## config.mk

```make
export PLATFORM = sky130hd
export DESIGN_NAME = pipeline_ctrl
export DESIGN_NICKNAME = d
export VERILOG_FILES = /design/src/rtl/pipeline_ctrl.sv
export SDC_FILE = /design/constraint.sdc
export NUM_CORES = 1
export LEC_CHECK = 0
export ABC_AREA = 0
export CAP_MARGIN = 25
export CORE_MARGIN = 2
export CORE_UTILIZATION = 45
export CTS_CLUSTER_SIZE = 12
export DETAILED_ROUTE_END_ITERATION = 8
export PLACE_DENSITY = 0.71
export SLEW_MARGIN = 0
export SYNTH_ARGS = -nofsm -noshare
export SYNTH_HDL_FRONTEND = slang
export SYNTH_SLANG_ARGS = --single-unit
```

## constraint.sdc

```tcl
create_clock -name clk -period 2.1 [get_ports clk]
set_input_delay 0.315 -clock clk [delete_from_list [all_inputs] [get_ports clk]]
set_output_delay 0.315 -clock clk [all_outputs]
set_load 0.05 [all_outputs]
```

## src/rtl/pipeline_ctrl.sv

```systemverilog
// Stage sequencer for the 5-stage MIPS pipeline: per-stage reset/enable generation
// from load-use stalls and BEQ resolution, plus post-reset flush, single-step and perf counters.
module pipeline_ctrl #(
  parameter int unsigned RST_CYCLES = 5
) (
  input  logic        clk,
  input  logic        rst,
  input  logic        reg_stall,
  input  logic        id_valid,
  input  logic        is_branch_ctrl,
  input  logic        br_taken_mem,
  input  logic        debug_mode,
  input  logic        debug_step,
  output logic        if_rst,
  output logic        id_rst,
  output logic        exe_rst,
  output logic        mem_rst,
  output logic        wb_rst,
  output logic        if_en,
  output logic        id_en,
  output logic        exe_en,
  output logic        mem_en,
  output logic        wb_en,
  output logic [31:0] cycle_cnt,
  output logic [31:0] stall_cnt,
  output logic [31:0] flush_cnt
);

  localparam int unsigned CW = 32;
  localparam int unsigned IW = 8;
  localparam int unsigned NS = 5;

  typedef enum logic [1:0] {S_INIT, S_RUN, S_BR_EXE, S_BR_MEM} state_e;

  state_e        state_q, state_d;
  logic [IW-1:0] init_cnt_q, init_cnt_d;
  logic          step_q, step_d;
  logic [CW-1:0] cycle_cnt_q, cycle_cnt_d;
  logic [CW-1:0] stall_cnt_q, stall_cnt_d;
  logic [CW-1:0] flush_cnt_q, flush_cnt_d;

  logic          adv_c, stall_c, branch_c;
  logic [NS-1:0] rst_v_c, en_raw_c, en_v_c;

  // A held debug_step only advances on its rising edge
  assign adv_c    = ~debug_mode | (debug_step & ~step_q);
  assign stall_c  = reg_stall & id_valid;
  assign branch_c = is_branch_ctrl & id_valid & ~stall_c;
  assign step_d   = debug_step;

  // State register
  always_ff @(posedge clk) begin
    if (rst) begin
      state_q    <= S_INIT;
      init_cnt_q <= IW'(RST_CYCLES - 1);
      step_q     <= 1'b0;
    end else begin
      state_q    <= state_d;
      init_cnt_q <= init_cnt_d;
      step_q     <= step_d;
    end
  end

  // Next-state logic
  always_comb begin
    state_d    = state_q;
    init_cnt_d = init_cnt_q;
    if (adv_c) begin
      case (state_q)
        S_INIT: begin
          if (init_cnt_q == IW'(0)) state_d = S_RUN;
          else                      init_cnt_d = init_cnt_q - IW'(1);
        end
        S_RUN:    if (branch_c) state_d = S_BR_EXE;
        S_BR_EXE: state_d = S_BR_MEM;
        S_BR_MEM: state_d = S_RUN;
        default:  state_d = S_INIT;
      endcase
    end
  end

  // Stage controls, order {if, id, exe, mem, wb}
  always_comb begin
    rst_v_c  = '0;
    en_raw_c = '0;
    if (rst) begin
      rst_v_c = '1;
    end else if (adv_c) begin
      case (state_q)
        S_INIT: rst_v_c = '1;
        S_RUN: begin
          if (stall_c) begin
            rst_v_c  = 5'b00100;
            en_raw_c = 5'b00011;
          end else if (branch_c) begin
            rst_v_c  = 5'b01000;
            en_raw_c = 5'b01111;
          end else begin
            en_raw_c = 5'b11111;
          end
        end
        S_BR_EXE: begin
          rst_v_c  = 5'b01000;
          en_raw_c = 5'b00111;
        end
        S_BR_MEM: begin
          rst_v_c  = 5'b01000;
          en_raw_c = {br_taken_mem, 4'b0111};
        end
        default: rst_v_c = '1;
      endcase
    end
  end

  assign en_v_c = en_raw_c & ~rst_v_c;

  // Performance counters
  always_comb begin
    cycle_cnt_d = cycle_cnt_q;
    stall_cnt_d = stall_cnt_q;
    flush_cnt_d = flush_cnt_q;
    if (adv_c && (state_q != S_INIT)) cycle_cnt_d = cycle_cnt_q + CW'(1);
    if (adv_c && (state_q == S_RUN) && stall_c)  stall_cnt_d = stall_cnt_q + CW'(1);
    if (adv_c && (state_q == S_RUN) && branch_c) flush_cnt_d = flush_cnt_q + CW'(1);
  end

  always_ff @(posedge clk) begin
    if (rst) begin
      cycle_cnt_q <= '0;
      stall_cnt_q <= '0;
      flush_cnt_q <= '0;
    end else begin
      cycle_cnt_q <= cycle_cnt_d;
      stall_cnt_q <= stall_cnt_d;
      flush_cnt_q <= flush_cnt_d;
    end
  end

  assign {if_rst, id_rst, exe_rst, mem_rst, wb_rst} = rst_v_c;
  assign {if_en, id_en, exe_en, mem_en, wb_en}      = en_v_c;
  assign cycle_cnt = cycle_cnt_q;
  assign stall_cnt = stall_cnt_q;
  assign flush_cnt = flush_cnt_q;

endmodule

```

* Yosys cells after proc, flatten, opt, wreduce, memory -nomap -nowiden
Cells that the tools add are included.
Word-level totals: word-level logic and storage cells 49, bits of input ports 8, register bits 107
Operators by class: reductions and logical operators 10, add/subtract/negate cells 4, bitwise operators 11, muxes and demuxes 13, equality and inequality tests 5
Operators with widths (count):
- 32-bit by 1-bit adder with 32-bit output (second input constant) | 3
- 5-bit 2-to-1 mux | 6
- 5-bit one-hot mux with 3 select lines | 2
- 8-bit logical NOT | 1
- 4-bit 2-to-1 mux | 2
- 2-bit one-hot mux with 4 select lines | 1
- 8-bit by 1-bit subtractor with 8-bit output (second input constant) | 1
- 3-bit AND reduction | 2
- 5-bit bitwise AND | 1
- 5-bit inverter | 1
- 1-bit bitwise AND | 4
- 2-bit equality test (second input constant) | 2
- 1-bit logical AND | 4
- 2-bit 2-to-1 mux | 2
- 2-bit != test (second input constant) | 2
- 1-bit inverter | 4
- 2-bit by 1-bit equality test with 1-bit output (second input constant) | 1
- 2-bit logical NOT | 1
- 2-bit nonzero test | 1
- 2-bit OR reduction | 1
- 1-bit OR | 1

* Logic depth before layout (Yosys ltp)
Gate-level depths: netlist of run 1.
depth in word-level cells 10, gate-level depth with buffers 8, gate-level depth less buffers 7

* Worst setup path before layout of run 1
OpenSTA, ideal clock, no wires.
path type register to output, start register state_q[1], end output exe_en, arrival time 2.582 ns, cell stages (with the launch flop) 7, path buffers 0, setup slack -0.797 ns, cell sequence dfxtp_1 -> inv_1 -> ha_1 -> nand3_1 -> a21oi_1 -> a211o_1 -> nor3_1
Between the ends: cells in the longest elaborated chain, start to end 7, elaborated cells between the ends (all ways) 13
Ends and longest elaborated chain:
- start: declaration | line 35 | state_e state_q, state_d;
- start signal: assignment | line 58 | state_q <= state_d;
- 2-bit equality test | line 89 | case (state_q)
- 2-bit OR reduction (no source line)
- 5-bit one-hot mux with 3 select lines (*) | line 89
- 5-bit 2-to-1 mux (*) | line 88 | end else if (adv_c) begin
- 5-bit 2-to-1 mux (*) | line 86 | if (rst) begin
- named net exe_rst | line 16 | output logic exe_rst,
- 5-bit inverter (*) | line 115 | assign en_v_c = en_raw_c & ~rst_v_c;
- 5-bit bitwise AND (*) | line 115
- end: declaration | line 21 | output logic exe_en,
Mark *: on every way through the listed nets, which the timed path passes. The rest lies on a longest branch.

* Final worst setup path of run 1
start register state_q[1], end output exe_en
Between the ends: cells in the longest elaborated chain, start to end 7, elaborated cells between the ends (all ways) 13
Ends and longest elaborated chain (line):
- 2-bit equality test | 89
- 2-bit OR reduction (no source line)
- 5-bit one-hot mux with 3 select lines | 89
- 5-bit 2-to-1 mux | 88
- 5-bit 2-to-1 mux | 86
- 5-bit inverter | 115
- 5-bit bitwise AND (*) | 115
Every way passes the cells marked *; elsewhere a longest branch is shown, timed or not.

==> run metrics, run 1 <==
outcome complete, but fails checks; failing checks negative setup slack; DP Area 7112 um2; Post-layout nets 793; Initial Utilization 0.4619; Relative slew margins 0.6445; first-pass GRT wire length 22430 um; critical path depth in cells 6; Crit-path slowest cell dfxtp_2; vias per std cell 5.418; share of cells above drive strength 1 0.2385; GR Overflow Total 0; Cells after Synth 614; initial antenna violation count 0; Worst Path Arrival 1.79 ns; Area Overhead vs Synth 44.53%; Die H 112.3 um; Max Slew Vio Count 0; WP buf/inv 2; PortBufs 113; Tightest Pin Transition 0.5316 ns; Ports 114; average cell area after synthesis 8.589 um2; reg2reg path depth 7; fmax 474.9 MHz; VDD IR-drop max 0.4494 mV; Die W 112.3 um; GR Util All Layers 0.2117; Layout Skew 0.008831 ns; 1st-iter DRT viols 290; DR WL/cell 14.99 um; Post-Syn Area 5274 um2; crit path kind reg2out; Worst path max stage delay 0.34 ns; Async SR Flop Fraction 0; Worst-path clk slew 0.07 ns; CTS H-tree lvls 3; area fraction of the dominant cell type after synthesis 0.4062; wirelength, routed 13840 um; sequential cell area in the final layout 2233 um2; vias in the first global route 4632; Leak Pwr 2.720 nW; area of the multi-input gates 3208 um2; CTS tree yes; pre-CTS WS -0.3920 ns; largest net degree at the start of global routing 57; antenna cells 0; MaxCap Viol Count 0; Hold Fails Final Rpt 0; Fillers 943; core area 11420 um2; Post-synth EDFFs 0; routed via count 5001; HP Class in2reg; critical path peak fanout 4; Synth area leaders dfxtp_1 41%, xor2_1 6.8%, nor2_1 6.6%, xnor2_1 6.1%, nand4_1 4.2%; Num CTS Buffers 9; Required @ worst endpoint 1.78 ns; pwr dens 610.6 nW/um2; post-route clock period utilization 1.003; RSZ-0062 raised after global routing yes; post-layout minimum cycle time 2.106 ns; sequential area share after synthesis 0.4062; Root Driver clkbuf_16; hold depth 2; startpoint types register; DRC 0; crit-path leading delay family flip-flops; cts hold-fix bufs 0; Std-Cell Rows 39; clock buffer depth 2; Synth cell types 49; Final WS setup -0.005720 ns; Detail Route Antenna Nets 0; Clock Sinks 107; count of state elements after synthesis 107; Yosys top cell by area dfxtp_1; warnings from Yosys 0; GPL Wtd Cong 0.8289; ys flop type dfxtp_1; final setup fails 1; Detailed Routing Iterations Pass 1 4; Design Area, Final 7622 um2; dpl hpwl 10060 um; cells along the critical path buf_4 > ha_2 > nor3_1 > a211o_1 > nor3_4 > buf_12; Die Footprint 12600 um2; kind of end point of the critical path output port; syn nets 632; Skew-Pair Late Insertion Delay 0.34 ns
synthesized netlist by cell type (2+ instances only):
| library cell | count |
|---|---|
| a211o_1 | 2 |
| buf_4 | 3 |
| a21oi_1 | 18 |
| nand2_1 | 45 |
| buf_2 | 2 |
| and4_1 | 12 |
| xnor2_1 | 37 |
| nand3_1 | 31 |
| o2111ai_1 | 3 |
| nor3b_1 | 3 |
| dfxtp_1 | 107 |
| and2_1 | 5 |
| a211oi_1 | 3 |
| nor4_1 | 14 |
| o21ai_0 | 12 |
| nor2b_1 | 12 |
| ha_1 | 10 |
| and3_1 | 17 |
| or3_1 | 10 |
| buf_1 | 2 |
| mux2i_1 | 3 |
| nand4_1 | 35 |
| mux2_2 | 6 |
| xor2_1 | 41 |
| or2_2 | 2 |
| nor2_1 | 93 |
| nor3_1 | 19 |
| inv_1 | 13 |
| o211ai_1 | 2 |
| or4_1 | 9 |
| a21o_1 | 3 |
| nand4b_1 | 3 |
| a2111oi_4 | 3 |
| clkbuf_1 | 18 |
| o31ai_1 | 2 |
worst register-to-register path, cell delays in order (launching register included):
cell and delay (ns):
dfxtp_4 0.39, inv_2 0.05, ha_2 0.18, nand4b_1 0.22, a211o_1 0.27, or4_4 0.42
or3_1 0.38, a21oi_1 0.12
metrics by stage:
step | std cells | hold slack (ns) | utilization | total power [mW] | TNS, ns
floorplan | 614 | 0.4432 | - | 2.756 | -0.1941
global placement | 900 | 0.4650 | 0.6228 | 3.014 | -8.967
global route | 923 | 0.3477 | 0.6675 | 4.861 | -0.4472
CTS | 917 | 0.3336 | 0.6507 | 4.613 | 0
detailed placement | 900 | 0.4778 | 0.6228 | 3.048 | -10.56
finish | 923 | 0.3444 | 0.6675 | 4.654 | -0.005720
sequential cells by signal, indices dropped and copies added, names as in the netlist:
name / cells
flush_cnt: 32
init_cnt_q: 8
state_q: 2
stall_cnt: 32
step_q: 1
cycle_cnt: 32
area by class of cell:
| class | count | area share |
|---|---|---|
| clock buffer | 11 | 0.03053 |
| clock inverter | 5 | 0.003940 |
| inverter | 13 | 0.006402 |
| multi-input combinational | 469 | 0.4209 |
| sequential | 107 | 0.2930 |
| tap | 143 | 0.02347 |
| timing repair buffer | 175 | 0.2218 |
power by group:
part | leakage [nW] | switching [mW] | internal [mW] | total [mW]
logic | 1.70 | 0.516 | 0.429 | 0.945
clock network | 0.125 | 0.732 | 0.800 | 1.53
registers | 0.892 | 0.0803 | 2.10 | 2.18
placed cells by master, fill, tap and decap left out, types with 6 or more instances in the layout:
| cell type | n |
|---|---|
| a21oi_1 | 17 |
| and3_1 | 17 |
| and4_1 | 12 |
| buf_12 | 8 |
| buf_4 | 59 |
| buf_6 | 6 |
| clkbuf_16 | 9 |
| clkdlybuf4s50_1 | 98 |
| dfxtp_1 | 56 |
| dfxtp_2 | 40 |
| dfxtp_4 | 11 |
| inv_1 | 11 |
| mux2_2 | 6 |
| nand2_1 | 42 |
| nand3_1 | 30 |
| nand4_1 | 35 |
| nor2_1 | 92 |
| nor2b_1 | 12 |
| nor3_1 | 15 |
| nor4_1 | 7 |
| o21ai_0 | 12 |
| or3_1 | 10 |
| or4_1 | 8 |
| xnor2_1 | 37 |
| xor2_1 | 40 |
metal layers:
layer | vias to the layer above | share of wire | GRT usage
met4 | 0 | 0.017 | 0.06341
met1 | 2358 | 0.45 | 0.2867
met2 | 131 | 0.48 | 0.3410
met3 | 23 | 0.049 | 0.04590
met5 | - | 0 | 0
li1 | 2489 | - | -
path summary, 6_finish.rpt:
path                 from  slack, ns       endpoint
max            state_q[1]     -0.006         exe_en
min                   rst       0.34  flush_cnt[23]
max reg2reg    state_q[0]          0  cycle_cnt[31]
min reg2reg  cycle_cnt[1]       0.49   cycle_cnt[1]
repair_timing:
item | CTS | global route
pin swaps | 10 | 18
resized for setup | 18 | 29
setup endpoints to repair | 19 | 18
setup buffers | 1 | 6
kinds of logic after synthesis:
logic type | share of synthesized area
xor+xnor | 0.1295
flops | 0.4062
mux | 0.01850
fa+ha+maj | 0.02372
compound gates | 0.07307
buf+inv | 0.02966
simple gates | 0.3193
Power figures use the tool's default switching activity.
==> run 2, diff against run 1 <==
--- a/config.mk
+++ b/config.mk
@@ -12,6 +12,7 @@
 export CTS_CLUSTER_SIZE = 12
 export DETAILED_ROUTE_END_ITERATION = 8
 export PLACE_DENSITY = 0.71
+export RECOVER_POWER = 25
 export SLEW_MARGIN = 0
 export SYNTH_ARGS = -nofsm -noshare
 export SYNTH_HDL_FRONTEND = slang
==> results of run 2 <==
The final DEF is identical to that of run 1; final timing and power are the same.
==> run 3, diff against run 2 <==
==> constraint.sdc (replaced) <==
create_clock -name clk -period 1.7 [get_ports clk]
set_input_delay 0.255 -clock clk [delete_from_list [all_inputs] [get_ports clk]]
set_output_delay 0.255 -clock clk [all_outputs]
set_load 0.05 [all_outputs]
==> run metrics, run 3 (same netlist as run 1, synthesis figures left out) <==
outcome complete, but fails checks; failing checks negative setup slack; vias per std cell 5.568; Root Driver clkbuf_16; Tightest Pin Transition 0.9783 ns; Layout Skew 0.006665 ns; Final WS setup -0.4135 ns; Initial Utilization 0.4619; global-route track usage on met2 0.4378; Area Overhead vs Synth 70.42%; final setup fails 93; commonest non-fill, non-tap cell in the layout buf_4; kind of end point of the critical path register; clock buffer depth 2; Detail Route Antenna Nets 0; Die H 112.3 um; CTS H-tree lvls 3; fmax 473.2 MHz; share of cells above drive strength 1 0.5063; Design Area, Final 8987 um2; Fillers 711; pwr dens 746.1 nW/um2; Detailed Routing Iterations Pass 1 4; Ports 114; core area 11420 um2; crit path kind reg2reg; r2r startpoint state_q[0]; Leak Pwr 3.791 nW; GPL Wtd Cong 0.8460; vias in the first global route 5572; Post-layout nets 892; Worst-path clk slew 0.07 ns; dpl hpwl 11070 um; CTS tree yes; VDD IR-drop max 0.7370 mV; crit path from state_q[0]; critical path peak fanout 4; met1 Usage GRT 0.3270; antenna cells 0; Num CTS Buffers 9; busiest grt layer met2; DP Area 7797 um2; Final Power 6.706 mW; initial antenna violation count 0; DRC 0; first-pass GRT wire length 26990 um; pre-CTS WS -0.7265 ns; Die W 112.3 um; Worst Path Arrival 2.40 ns; startpoint types register; 1st-iter DRT viols 363; Skew-Pair Late Insertion Delay 0.35 ns; Relative slew margins 0.3478; routed via count 5690; MaxCap Viol Count 0; Max Slew Vio Count 0; wirelength, routed 18180 um; largest net degree at the start of global routing 85; RSZ-0062 raised after global routing yes; HP Class in2reg; Std-Cell Rows 39; GR Overflow Total 0; Hold Fails Final Rpt 0; PortBufs 113; Die Footprint 12600 um2; Worst Min Path Start debug_step; GR Util All Layers 0.2590; Required @ worst endpoint 1.99 ns; DR WL/cell 17.79 um; post-route clock period utilization 1.243; GR Util met3 0.06425; Clock Sinks 107; post-layout minimum cycle time 2.113 ns; commonest cells after routing, fill and taps aside 191 x buf_4, 92 x nor2_1, 45 x dfxtp_2, 40 x xor2_1, 39 x dfxtp_1
-- run 3: final cells by class --
type	instances	area, um2	share of cell area
flip-flops and latches	107	2285	0.2542
repair buffers	274	2291	0.2549
well taps	143	178.9	0.01991
multi-input cells	469	3859	0.4293
inverters	13	61.31	0.006822
clock inverters	4	45.04	0.005012
clock buffers	12	267.8	0.02979
-- run 3: worst paths after layout --
kind	slack [ns]	to	cells past startpoint
setup / recovery	-0.41	cycle_cnt[31]	7
hold / removal	0.42	step_q	2
setup reg to reg	-0.41	cycle_cnt[31]	7
hold reg to reg	0.51	cycle_cnt[31]	2
-- run 3: routing by layer --
metal	routed length, um	vias to the layer above
met5	0	-
met4	388	0
met3	838	40
met2	9324	175
met1	7630	2790
li1	-	2685
-- run 3: repair_timing --
| action | 4_1_cts | 5_1_grt |
|---|---|---|
| hold buffers | 0 | 0 |
| setup endpoints to repair | 90 | 102 |
| pin swaps | 64 | 51 |
| buffers inserted | 21 | 14 |
| cloned | 0 | 0 |
| resized for setup | 87 | 72 |
-- run 3: power breakdown --
part | internal [mW] | switching, mW | total, mW
clock network | 1.27 | 0.952 | 2.22
logic | 0.904 | 0.919 | 1.82
registers | 2.57 | 0.0925 | 2.66
total | 4.74 | 1.96 | 6.71
-- run 3: worst max-delay path, stage by stage, from the launching register on --
cell      delay (ns)
dfxtp_4         0.40
inv_4           0.06
ha_4            0.16
nand4b_1        0.25
a211o_1         0.30
or4_4           0.44
or3_1           0.31
a21oi_1         0.12
-- run 3: metrics by stage --
step / setup TNS [ns] / cells / utilization / hold slack [ns]
after detailed placement: -41.00 / 977 / 0.6829 / 0.4901
after global routing: -26.62 / 1022 / 0.7871 / 0.4015
after floorplan: -5.963 / 614 / - / 0.3832
after CTS: -12.78 / 1010 / 0.7572 / 0.3437
after global placement: -37.41 / 977 / 0.6829 / 0.4762
final: -20.95 / 1022 / 0.7871 / 0.4180
